<file path="config.mk">
export PLATFORM = sky130hd
export DESIGN_NAME = bus_transfer_ctrl_flat
export DESIGN_NICKNAME = d
export VERILOG_FILES = /design/src/rtl/bus_transfer_ctrl_if.sv /design/src/rtl/bus_transfer_ctrl.sv /design/src/flat_wrapper.sv
export SDC_FILE = /design/constraint.sdc
export NUM_CORES = 1
export LEC_CHECK = 0
export CORE_MARGIN = 1
export CORE_UTILIZATION = 35
export DETAILED_ROUTE_END_ITERATION = 12
export HOLD_SLACK_MARGIN = 0.08
export PLACE_DENSITY_LB_ADDON = 0.12
export SLEW_MARGIN = 25
export SYNTH_ARGS = -nofsm -noshare
export SYNTH_HDL_FRONTEND = slang
export SYNTH_SLANG_ARGS = --single-unit
export TNS_END_PERCENT = 30
</file>
<file path="constraint.sdc">
create_clock -name clk -period 3.45 [get_ports clk]
set_clock_uncertainty 0.1 [all_clocks]
set_input_delay 1.035 -clock clk [delete_from_list [all_inputs] [get_ports clk]]
set_output_delay 1.035 -clock clk [all_outputs]
set_load 0.01 [all_outputs]
</file>
<file path="src/rtl/bus_transfer_ctrl_if.sv">
// Handshake and bus signal bundle for bus_transfer_ctrl.
// The master side drives requests and the monitored bus; the slave side is the controller.
interface bus_transfer_ctrl_if #(
  parameter int WIDTH = 8,
  parameter int NREGS = 8
);
  localparam int SW = $clog2(NREGS);

  logic             req;
  logic [SW-1:0]    src_sel;
  logic [SW-1:0]    dst_sel;
  logic             ready;
  logic [NREGS-1:0] write_enable;
  logic [NREGS-1:0] read_enable;
  logic [WIDTH-1:0] bus_in;
  logic [WIDTH-1:0] xfer_data;
  logic             done;
  logic             err;

  modport master (
    output req, src_sel, dst_sel, bus_in,
    input  ready, write_enable, read_enable, xfer_data, done, err
  );

  modport slave (
    input  req, src_sel, dst_sel, bus_in,
    output ready, write_enable, read_enable, xfer_data, done, err
  );
endinterface

</file>
<file path="src/rtl/bus_transfer_ctrl.sv">
// Sequences one register-to-register move over a shared bus: drive, latch, hold, done.
// Optional macro BUS_XFER_CAPTURE_EN adds a register capturing the transferred bus value.
module bus_transfer_ctrl #(
  parameter int WIDTH = 8,
  parameter int NREGS = 8
) (
  input  logic               clk,
  input  logic               rst_n,
  bus_transfer_ctrl_if.slave bus
);
  localparam int SW = $clog2(NREGS);
  localparam logic [SW:0] NREGS_W = (SW + 1)'(NREGS);

  typedef enum logic [2:0] {
    IDLE  = 3'd0,
    DRIVE = 3'd1,
    LATCH = 3'd2,
    HOLD  = 3'd3,
    DONE  = 3'd4
  } state_t;

  state_t           r_state;
  state_t           w_state_nxt;
  logic [SW-1:0]    r_src;
  logic [SW-1:0]    r_dst;
  logic             r_ready;
  logic             r_err;
  logic             w_legal;
  logic             w_accept;
  logic             w_reject;
  logic [NREGS-1:0] w_we;
  logic [NREGS-1:0] w_re;

  function automatic logic [NREGS-1:0] f_onehot(input logic [SW-1:0] idx);
    logic [NREGS-1:0] v;
    v      = '0;
    v[idx] = 1'b1;
    return v;
  endfunction

  assign w_legal = (bus.src_sel != bus.dst_sel) &&
                   ({1'b0, bus.src_sel} < NREGS_W) &&
                   ({1'b0, bus.dst_sel} < NREGS_W);

  // Next-state logic; req and selects only matter while idle.
  always_comb begin
    w_state_nxt = r_state;
    w_accept    = 1'b0;
    w_reject    = 1'b0;
    case (r_state)
      IDLE: begin
        if (bus.req) begin
          if (w_legal) begin
            w_accept    = 1'b1;
            w_state_nxt = DRIVE;
          end else begin
            w_reject    = 1'b1;
            w_state_nxt = IDLE;
          end
        end else begin
          w_state_nxt = IDLE;
        end
      end
      DRIVE:   w_state_nxt = LATCH;
      LATCH:   w_state_nxt = HOLD;
      HOLD:    w_state_nxt = DONE;
      DONE:    w_state_nxt = IDLE;
      default: w_state_nxt = IDLE;
    endcase
  end

  // State, captured selects, and registered ready/err flags.
  always_ff @(posedge clk or negedge rst_n) begin
    if (!rst_n) begin
      r_state <= IDLE;
      r_src   <= '0;
      r_dst   <= '0;
      r_ready <= 1'b0;
      r_err   <= 1'b0;
    end else begin
      r_state <= w_state_nxt;
      r_ready <= (w_state_nxt == IDLE);
      r_err   <= w_reject;
      if (w_accept) begin
        r_src <= bus.src_sel;
        r_dst <= bus.dst_sel;
      end else begin
        r_src <= r_src;
        r_dst <= r_dst;
      end
    end
  end

  // Enables decode from registered state only; src != dst keeps read and write disjoint.
  always_comb begin
    w_we = '0;
    w_re = '0;
    case (r_state)
      DRIVE, HOLD: w_we = f_onehot(r_src);
      LATCH: begin
        w_we = f_onehot(r_src);
        w_re = f_onehot(r_dst);
      end
      default: begin
        w_we = '0;
        w_re = '0;
      end
    endcase
  end

  assign bus.write_enable = w_we;
  assign bus.read_enable  = w_re;
  assign bus.ready        = r_ready;
  assign bus.err          = r_err;
  assign bus.done         = (r_state == DONE);

`ifdef BUS_XFER_CAPTURE_EN
  logic [WIDTH-1:0] r_xfer;

  // Capture the bus on the edge that closes the latch window.
  always_ff @(posedge clk or negedge rst_n) begin
    if (!rst_n) begin
      r_xfer <= '0;
    end else if (r_state == LATCH) begin
      r_xfer <= bus.bus_in;
    end else begin
      r_xfer <= r_xfer;
    end
  end

  assign bus.xfer_data = r_xfer;
`else
  logic w_unused_bus;
  assign w_unused_bus  = ^bus.bus_in;
  assign bus.xfer_data = '0;
`endif
endmodule
</file>
<file path="src/flat_wrapper.sv">
// flat-port wrapper written by rule: the top's interface ports become plain ports
module bus_transfer_ctrl_flat 
#(
  parameter int WIDTH = 8,
  parameter int NREGS = 8
)
  (clk, rst_n, bus_req, bus_src_sel, bus_dst_sel, bus_bus_in, bus_ready, bus_write_enable, bus_read_enable, bus_xfer_data, bus_done, bus_err);
  bus_transfer_ctrl_if #(.WIDTH(WIDTH), .NREGS(NREGS)) bus_i ();
  input  logic clk;
  input  logic rst_n;
  input wire logic [$bits(bus_i.req)-1:0] bus_req;
  input wire logic [$bits(bus_i.src_sel)-1:0] bus_src_sel;
  input wire logic [$bits(bus_i.dst_sel)-1:0] bus_dst_sel;
  input wire logic [$bits(bus_i.bus_in)-1:0] bus_bus_in;
  output wire logic [$bits(bus_i.ready)-1:0] bus_ready;
  output wire logic [$bits(bus_i.write_enable)-1:0] bus_write_enable;
  output wire logic [$bits(bus_i.read_enable)-1:0] bus_read_enable;
  output wire logic [$bits(bus_i.xfer_data)-1:0] bus_xfer_data;
  output wire logic [$bits(bus_i.done)-1:0] bus_done;
  output wire logic [$bits(bus_i.err)-1:0] bus_err;
  assign bus_i.req = bus_req;
  assign bus_i.src_sel = bus_src_sel;
  assign bus_i.dst_sel = bus_dst_sel;
  assign bus_i.bus_in = bus_bus_in;
  assign bus_ready = bus_i.ready;
  assign bus_write_enable = bus_i.write_enable;
  assign bus_read_enable = bus_i.read_enable;
  assign bus_xfer_data = bus_i.xfer_data;
  assign bus_done = bus_i.done;
  assign bus_err = bus_i.err;
  bus_transfer_ctrl #(.WIDTH(WIDTH), .NREGS(NREGS)) u_core (.clk(clk), .rst_n(rst_n), .bus(bus_i));
endmodule
</file>
* Yosys cells after proc, flatten, opt, wreduce, memory -nomap -nowiden
Cells that the tools add are included.
Word-level totals: register bits 11, logic and storage cells 34
Operators by class: $lt $le $gt $ge 4, equal/unequal tests 5, muxes and demuxes 15, reductions and logical operators 5
Operators with widths (number):
- $mux W8 | 2
- $pmux W3 S4 | 1
- $mux W1 | 10
- $lt A3 B4 Y1 const B | 2
- $demux W1 S3 | 2
- $eq A3 B2 Y1 const B | 2
- $ge A3 B1 Y1 const B | 2
- $logic_not A3 Y1 | 2
- $eq A3 B1 Y1 const B | 1
- $eq A3 B3 Y1 const B | 1
- $ne A3 B3 Y1 | 1
- $reduce_or A3 Y1 | 1
- $logic_and A1 B1 Y1 | 2

* Depth between registers and ports, before layout
Gate-level depths: netlist of run 1.
word-level depth 5, depth in mapped cells 4

* Worst setup path before layout of run 1
OpenSTA, ideal clock, no wires.
path type register -> output, start register u_core.r_state[0], end output port bus_read_enable[0], path buffers 0, arrival 1.128 ns, path slack 1.187 ns, cell stages (with the launch flop) 4, required time 2.315 ns, path through dfrtp_1 > nor3b_1 > nand2b_1 > nor3_1
On the way: longest elaborated chain between the ends 2
Ends and longest elaborated chain:
- from (decl) | line bus_transfer_ctrl.sv:22 | state_t r_state;
- from (signal assigned) | line bus_transfer_ctrl.sv:81 | r_state <= w_state_nxt;
- $eq A3 B2 Y1 | line bus_transfer_ctrl.sv:98 | case (r_state)
- $mux W8 | line bus_transfer_ctrl.sv:98
- to (decl) | line flat_wrapper.sv:17 | output wire logic [$bits(bus_i.read_enable)-1:0] bus_read_enable;
No other way between the ends.

* Worst setup path after layout of run 1
Same ends and word-level chain as after synthesis.

==> results of run 1 <==
==> worst max-delay path by stage <==
stage | end | slack, ns | depth (start not counted)
final | bus_read_enable[0] | 0.38 | 4
after global routing | bus_read_enable[0] | 0.23 | 4
after CTS | bus_read_enable[0] | 0.34 | 4
after detailed placement | bus_read_enable[0] | 0.65 | 4
after global placement | bus_read_enable[0] | 0.68 | 4
after floorplan | bus_read_enable[0] | 1.19 | 3
==> registers in the layout, indices dropped and copies added, names as in the netlist <==
register / cells
u_core.r_state: 3
u_core.r_dst: 3
u_core.r_src: 3
u_core.bus.err: 1
u_core.bus.ready: 1
==> routing by layer <==
layer  up-vias  GRT usage [%]
met5         -              0
met4         0          3.429
met3         2          6.923
met2        17          24.44
met1       276          18.27
li1        305              -
==> final cells by class <==
cell class                      count  area [µm²]  area share (%)
Multi-Input combinational cell     65       391.6           39.37
Sequential cell                    11       275.3           27.67
Timing Repair Buffer               27       270.3           27.17
Tap cell                           25       31.28           3.145
Clock buffer                        4       26.28           2.642
==> power groups by stage <==
stage               Sequential [mW]  Combinational [mW]  Clock [mW]
global route                  0.277               0.429      0.0958
global placement              0.267               0.385           0
finish                        0.267               0.386      0.0858
detailed placement            0.269               0.388           0
floorplan                     0.254               0.245           0
CTS                           0.266               0.390      0.0899
==> cell usage in the layout, fill, tap and decap left out, types with 2 or more instances in the layout <==
cell	count
clkdlybuf4s50_1	27
nor2_1	16
dfrtp_1	11
nand2_1	8
conb_1	8
nand2b_1	5
xnor2_1	4
nor3_1	3
mux2_2	3
clkbuf_4	3
o22ai_1	2
o21ai_0	2
a22oi_1	2
==> metrics by stage <==
step | hold slack (ns) | total power [mW] | std cells
2_1_floorplan | 0.3942 | 0.4996 | 84
3_3_place_gp | 0.4128 | 0.6522 | 128
3_5_place_dp | 0.4121 | 0.6571 | 128
4_1_cts | 0.4277 | 0.7459 | 132
5_1_grt | 0.4673 | 0.8015 | 132
6_report | 0.4239 | 0.7384 | 132
==> kinds of logic after synthesis <==
logic type | Yosys count | synth area share [%]
simple gates | 42 | 32.50
flops | 11 | 39.29
buf+inv | 8 | 8.572
compound gates | 7 | 7.678
xor+xnor | 4 | 4.999
mux | 4 | 6.428
other cells | 1 | 0.5352
==> impl_metrics.py, run 1 <==
metrics = {
    "synthesis": {
        "synth_edf_count": 0,
        "ys_seq_area_share_pct": 39.29,
        "netlist_area_um2": 700.7,
        "synth_top_area_share_pct": 39.29,
        "ys_async_sr_fraction_pct": 100.0,
        "synthTopCellsByArea": "dfrtp_1 (39%), buf_4 (8.6%), nor2_1 (8.6%), xnor2_1 (5.0%), mux2_2 (4.8%)",
        "ys_warn_count": 0,
        "yosys.area.top_type": "dfrtp_1",
        "synth-seq-cells": 11,
        "synth_common_cells": "nor2_1 (16), dfrtp_1 (11), buf_4 (8), nand2_1 (8), nand2b_1 (5)",
        "yosysMostFrequentCell": "nor2_1",
        "avgSynthCellArea_um2": 9.100,
        "netlist_instances": 77,
        "synth_cell_types": 24,
        "synth_ff_type": "dfrtp_1",
    },
    "pwr": {
        "p_sw_mw": 0.2960,
        "p_clk_share_pct": 11.6,
        "switching_share_pct": 40.09,
        "combPwrFrac_pct": 52.2,
        "p_leak_nw": 0.4125,
        "ir_worst_vdd_mv": 0.4745,
        "p_per_area_nw_per_um2": 742.3,
        "p_seq_share_pct": 36.2,
        "power.internal_mw": 0.4424,
    },
    "drt": {
        "avgViaCountPerCell": 4.545,
        "num_vias": 600,
        "wl_met3_um": 67,
        "wirelength_um": 1440,
        "drc_errors": 0,
        "top_layer": "met4",
        "dr.pass1.iters": 4,
        "wl_met2_um": 697,
        "drt_iter0_drc": 7,
        "wl_met1_um": 666,
        "ant_nets": 0,
        "wl_per_cell_um": 10.91,
    },
    "layout": {
        "final_core_util_pct": 55.21,
        "nets": 125,
        "area_delta_synth_final_pct": 41.96,
        "n_fill_cell": 171,
        "diodes": 0,
        "drive_above_1_share_pct": 11.21,
        "design_area_um2": 994.7,
    },
    "global_routing": {
        "antenna_found_initial": 0,
        "track_usage_pct": 15.03,
        "grt_start_max_net_pins": 12,
        "grt-ovfl-total": 0,
        "first_global_vias": 530,
        "grt_pass1_wl_um": 2214,
    },
    "die": {
        "die-area_um2": 2185,
        "die-height_um": 46.74,
        "ios": 44,
        "start_util_pct": 38.89,
        "rows": 15,
        "core-area_um2": 1802,
        "die-width_um": 46.74,
    },
    "sta": {
        "setup_tns_ns": 0,
        "setup_viol": 0,
        "finalHoldViolCount": 0,
        "final.min_clock_period_ns": 3.073,
        "rsz0062_at_grt": "no",
        "setup_slack_ns": 0.3774,
        "report.final.slew_viol_count": 0,
        "worst_slew_pin_slew_ns": 0.5138,
        "fmax_mhz": 325.5,
        "relSlewSlack_pct": 65.27,
        "fin_crit_sh_pct": 89.06,
    },
    "worst_setup_path": {
        "startpoint": "u_core.r_state[0]$_DFF_PN0_",
        "r2r_setup_slack_ns": 1.91,
        "slowest_stage": "clkdlybuf4s50_1",
        "worstPathRequired_ns": 2.31,
        "crit_arrival_ns": 1.94,
        "startpoint_type": "flop",
        "path_class": "flop to output pin",
        "timing.rr.end": "u_core.r_dst[0]$_DFFE_PN0P_",
        "reg2regPathDepth": 4,
        "cp_top_family": "simple AND/OR/NAND/NOR gates",
        "critPathMaxFanout": 5,
        "slowest_delay_ns": 0.56,
        "cp-end-kind": "output pin",
        "critical_path_buf_inv_count": 1,
        "path_cells": "nor3b_1, nand2b_1, nor3_1, clkdlybuf4s50_1",
        "r2r_start": "u_core.r_state[1]$_DFF_PN0_",
    },
    "clocking": {
        "cts.htree.levels": 1,
        "cts_resized": 0,
        "path_clk_slew_ns": 0.06,
        "clock_latency_ns": 0.26,
        "cts_tree": "yes",
        "postCtsSetupBuffers": 0,
        "ctsHoldBuffers": 0,
        "root_buffer": "clkbuf_4",
        "cts_made_buffers": 3,
        "clkSinkCount": 11,
        "clockBufferDepth": 2,
    },
    "placed_design": {
        "pre_cts_ws_ns": 0.6469,
        "io_buffers": 27,
        "place_congestion": 0.7481,
        "placed_area_um2": 968.4,
        "place_hpwl_um": 1148,
    },
    "job": {
        "cap_violations": 0,
    },
    "hold_path": {
        "hold_start": "u_core.r_dst[0]$_DFFE_PN0P_",
        "holdPathEnd": "u_core.r_dst[0]$_DFFE_PN0P_",
        "hold_depth": 1,
        "min_path_type": "flop to flop",
    },
    "status": {
        "status": "finished, final reports clean",
    },
}
No activity file was read; power rests on OpenSTA's default activity.
==> inputs of run 2 (changes only) <==
MAX_ROUTING_LAYER = met4   (was default)
RECOVER_POWER = 100   (was default)
==> run 2 against run 1 <==
Critical path depth did not move. Flip-flop and latch count unchanged. Critical endpoint is now bus_read_enable[1]. Final area decreased by 2.1%. First-iteration DRC count grew 43%. Utilization decreased by 1.2 points. Clock power is essentially flat. Hold slack about the same. Largest power group unchanged. Highest routed layer is now met3. Largest cell class unchanged.
==> impl_metrics.py, run 2 (synthesized netlist as in run 1, its figures left out) <==
metrics = {
    "status": {
        "status": "finished, final reports clean",
    },
    "drt": {
        "top_layer": "met3",
        "wirelength_um": 1426,
        "wl_per_cell_um": 10.80,
        "dr.pass1.iters": 4,
        "num_vias": 602,
        "ant_nets": 0,
        "drt_iter0_drc": 10,
        "avgViaCountPerCell": 4.561,
        "drc_errors": 0,
        "wl_met3_um": 67,
        "wl_met2_um": 711,
        "wl_met1_um": 647,
    },
    "worst_setup_path": {
        "slowest_stage": "dlygate4sd3_1",
        "cp-end-kind": "output pin",
        "critPathMaxFanout": 8,
        "path_cells": "nor3b_1, nand2_1, nor3_2, dlygate4sd3_1",
        "cp_top_family": "simple AND/OR/NAND/NOR gates",
        "path_class": "flop to output pin",
        "reg2regPathDepth": 4,
        "critical_path_buf_inv_count": 1,
        "timing.rr.end": "u_core.r_dst[0]$_DFFE_PN0P_",
        "startpoint_type": "flop",
        "startpoint": "u_core.r_state[2]$_DFF_PN0_",
        "r2r_setup_slack_ns": 1.53,
        "crit_arrival_ns": 1.97,
        "slowest_delay_ns": 0.62,
        "r2r_start": "u_core.r_state[1]$_DFF_PN0_",
        "worstPathRequired_ns": 2.31,
    },
    "global_routing": {
        "antenna_found_initial": 0,
        "grt_pass1_wl_um": 2208,
        "first_global_vias": 530,
        "grt_start_max_net_pins": 12,
        "grt-ovfl-total": 0,
        "track_usage_pct": 15.52,
    },
    "clocking": {
        "root_buffer": "clkbuf_4",
        "cts_tree": "yes",
        "postCtsSetupBuffers": 0,
        "clkSinkCount": 11,
        "cts.htree.levels": 1,
        "clockBufferDepth": 2,
        "cts_made_buffers": 3,
        "path_clk_slew_ns": 0.06,
        "ctsHoldBuffers": 0,
        "cts_resized": 0,
        "clock_latency_ns": 0.26,
    },
    "hold_path": {
        "hold_start": "u_core.r_dst[0]$_DFFE_PN0P_",
        "hold_depth": 1,
        "holdPathEnd": "u_core.r_dst[0]$_DFFE_PN0P_",
        "min_path_type": "flop to flop",
    },
    "sta": {
        "finalHoldViolCount": 0,
        "setup_tns_ns": 0,
        "setup_slack_ns": 0.3464,
        "rsz0062_at_grt": "no",
        "report.final.slew_viol_count": 0,
        "setup_viol": 0,
        "timing.hold.ws_ns": 0.4238,
        "final.min_clock_period_ns": 3.104,
        "relSlewSlack_pct": 64.12,
        "fmax_mhz": 322.2,
        "fin_crit_sh_pct": 89.96,
        "worst_slew_pin_slew_ns": 0.5382,
    },
    "layout": {
        "reg.largest.list": "u_core.r_dst: 3 flops, u_core.r_src: 3 flops, u_core.r_state: 3 flops",
        "most-common-layout-cells": "dlygate4sd3_1 (21), nor2_1 (17), dfrtp_1 (11), nand2_1 (8), conb_1 (8)",
        "n_fill_cell": 174,
        "final_common_cell": "dlygate4sd3_1",
        "drive_above_1_share_pct": 8.411,
        "area_delta_synth_final_pct": 38.93,
        "final_core_util_pct": 54.03,
        "diodes": 0,
        "finalNonFillerCells": 132,
        "nets": 125,
        "design_area_um2": 973.4,
    },
    "job": {
        "cap_violations": 0,
    },
    "pwr": {
        "p_leak_nw": 0.4650,
        "p_clk_share_pct": 12.2,
        "p_per_area_nw_per_um2": 718.4,
        "p_seq_share_pct": 37.2,
        "combPwrFrac_pct": 50.6,
        "switching_share_pct": 40.60,
        "p_sw_mw": 0.2839,
        "power.internal_mw": 0.4154,
        "ir_worst_vdd_mv": 0.4708,
        "power_mw": 0.6993,
    },
    "die": {
        "ios": 44,
        "die-width_um": 46.74,
        "core-area_um2": 1802,
        "die-area_um2": 2185,
        "start_util_pct": 38.89,
        "rows": 15,
        "die-height_um": 46.74,
    },
    "placed_design": {
        "place_hpwl_um": 1148,
        "placed_area_um2": 968.4,
        "place_congestion": 0.7576,
        "io_buffers": 27,
        "dp_cells": 128,
        "pre_cts_ws_ns": 0.6469,
    },
}
[run 2: changes by cell type in the layout (fill, tap and decap cells not counted), sizes merged]
cell and delta:
clkdlybuf4s50 -21, dlygate4sd3 +21
[run 2: cell type report]
cell class / instances / area, µm² / area share [%]
tap: 25 / 31.28 / 3.213
clock buffer: 4 / 26.28 / 2.699
timing repair buffer: 27 / 270.3 / 27.76
multi-input combinational: 65 / 370.4 / 38.05
sequential: 11 / 275.3 / 28.28
[run 2: how the worst max path moves through the flow]
stage,cells after the start,endpoint
2_1_floorplan,3,bus_read_enable[0]
3_3_place_gp,4,bus_read_enable[0]
3_5_place_dp,4,bus_read_enable[0]
4_1_cts,4,bus_read_enable[0]
5_1_grt,4,bus_read_enable[1]
6_report,4,bus_read_enable[1]
[run 2: layer usage]
layer	GRT usage (%)	up-vias
met3	6.923	0
met2	24.44	18
met5	-	-
met4	3.429	0
li1	-	304
met1	18.27	280
[run 2: worst reg2reg max path: stages (launching register included)]
cell      delay (ns)
dfrtp_1         0.43
nor2_1          0.30
nand3b_4        0.14
a21oi_1         0.45
mux2_2          0.39
[run 2: power by group through the flow]
stage	Combinational (mW)	Clock (mW)	Sequential (mW)
2_1_floorplan	0.245	0	0.254
3_3_place_gp	0.385	0	0.267
3_5_place_dp	0.388	0	0.269
4_1_cts	0.390	0.0899	0.266
5_1_grt	0.396	0.0958	0.271
6_report	0.354	0.0855	0.260
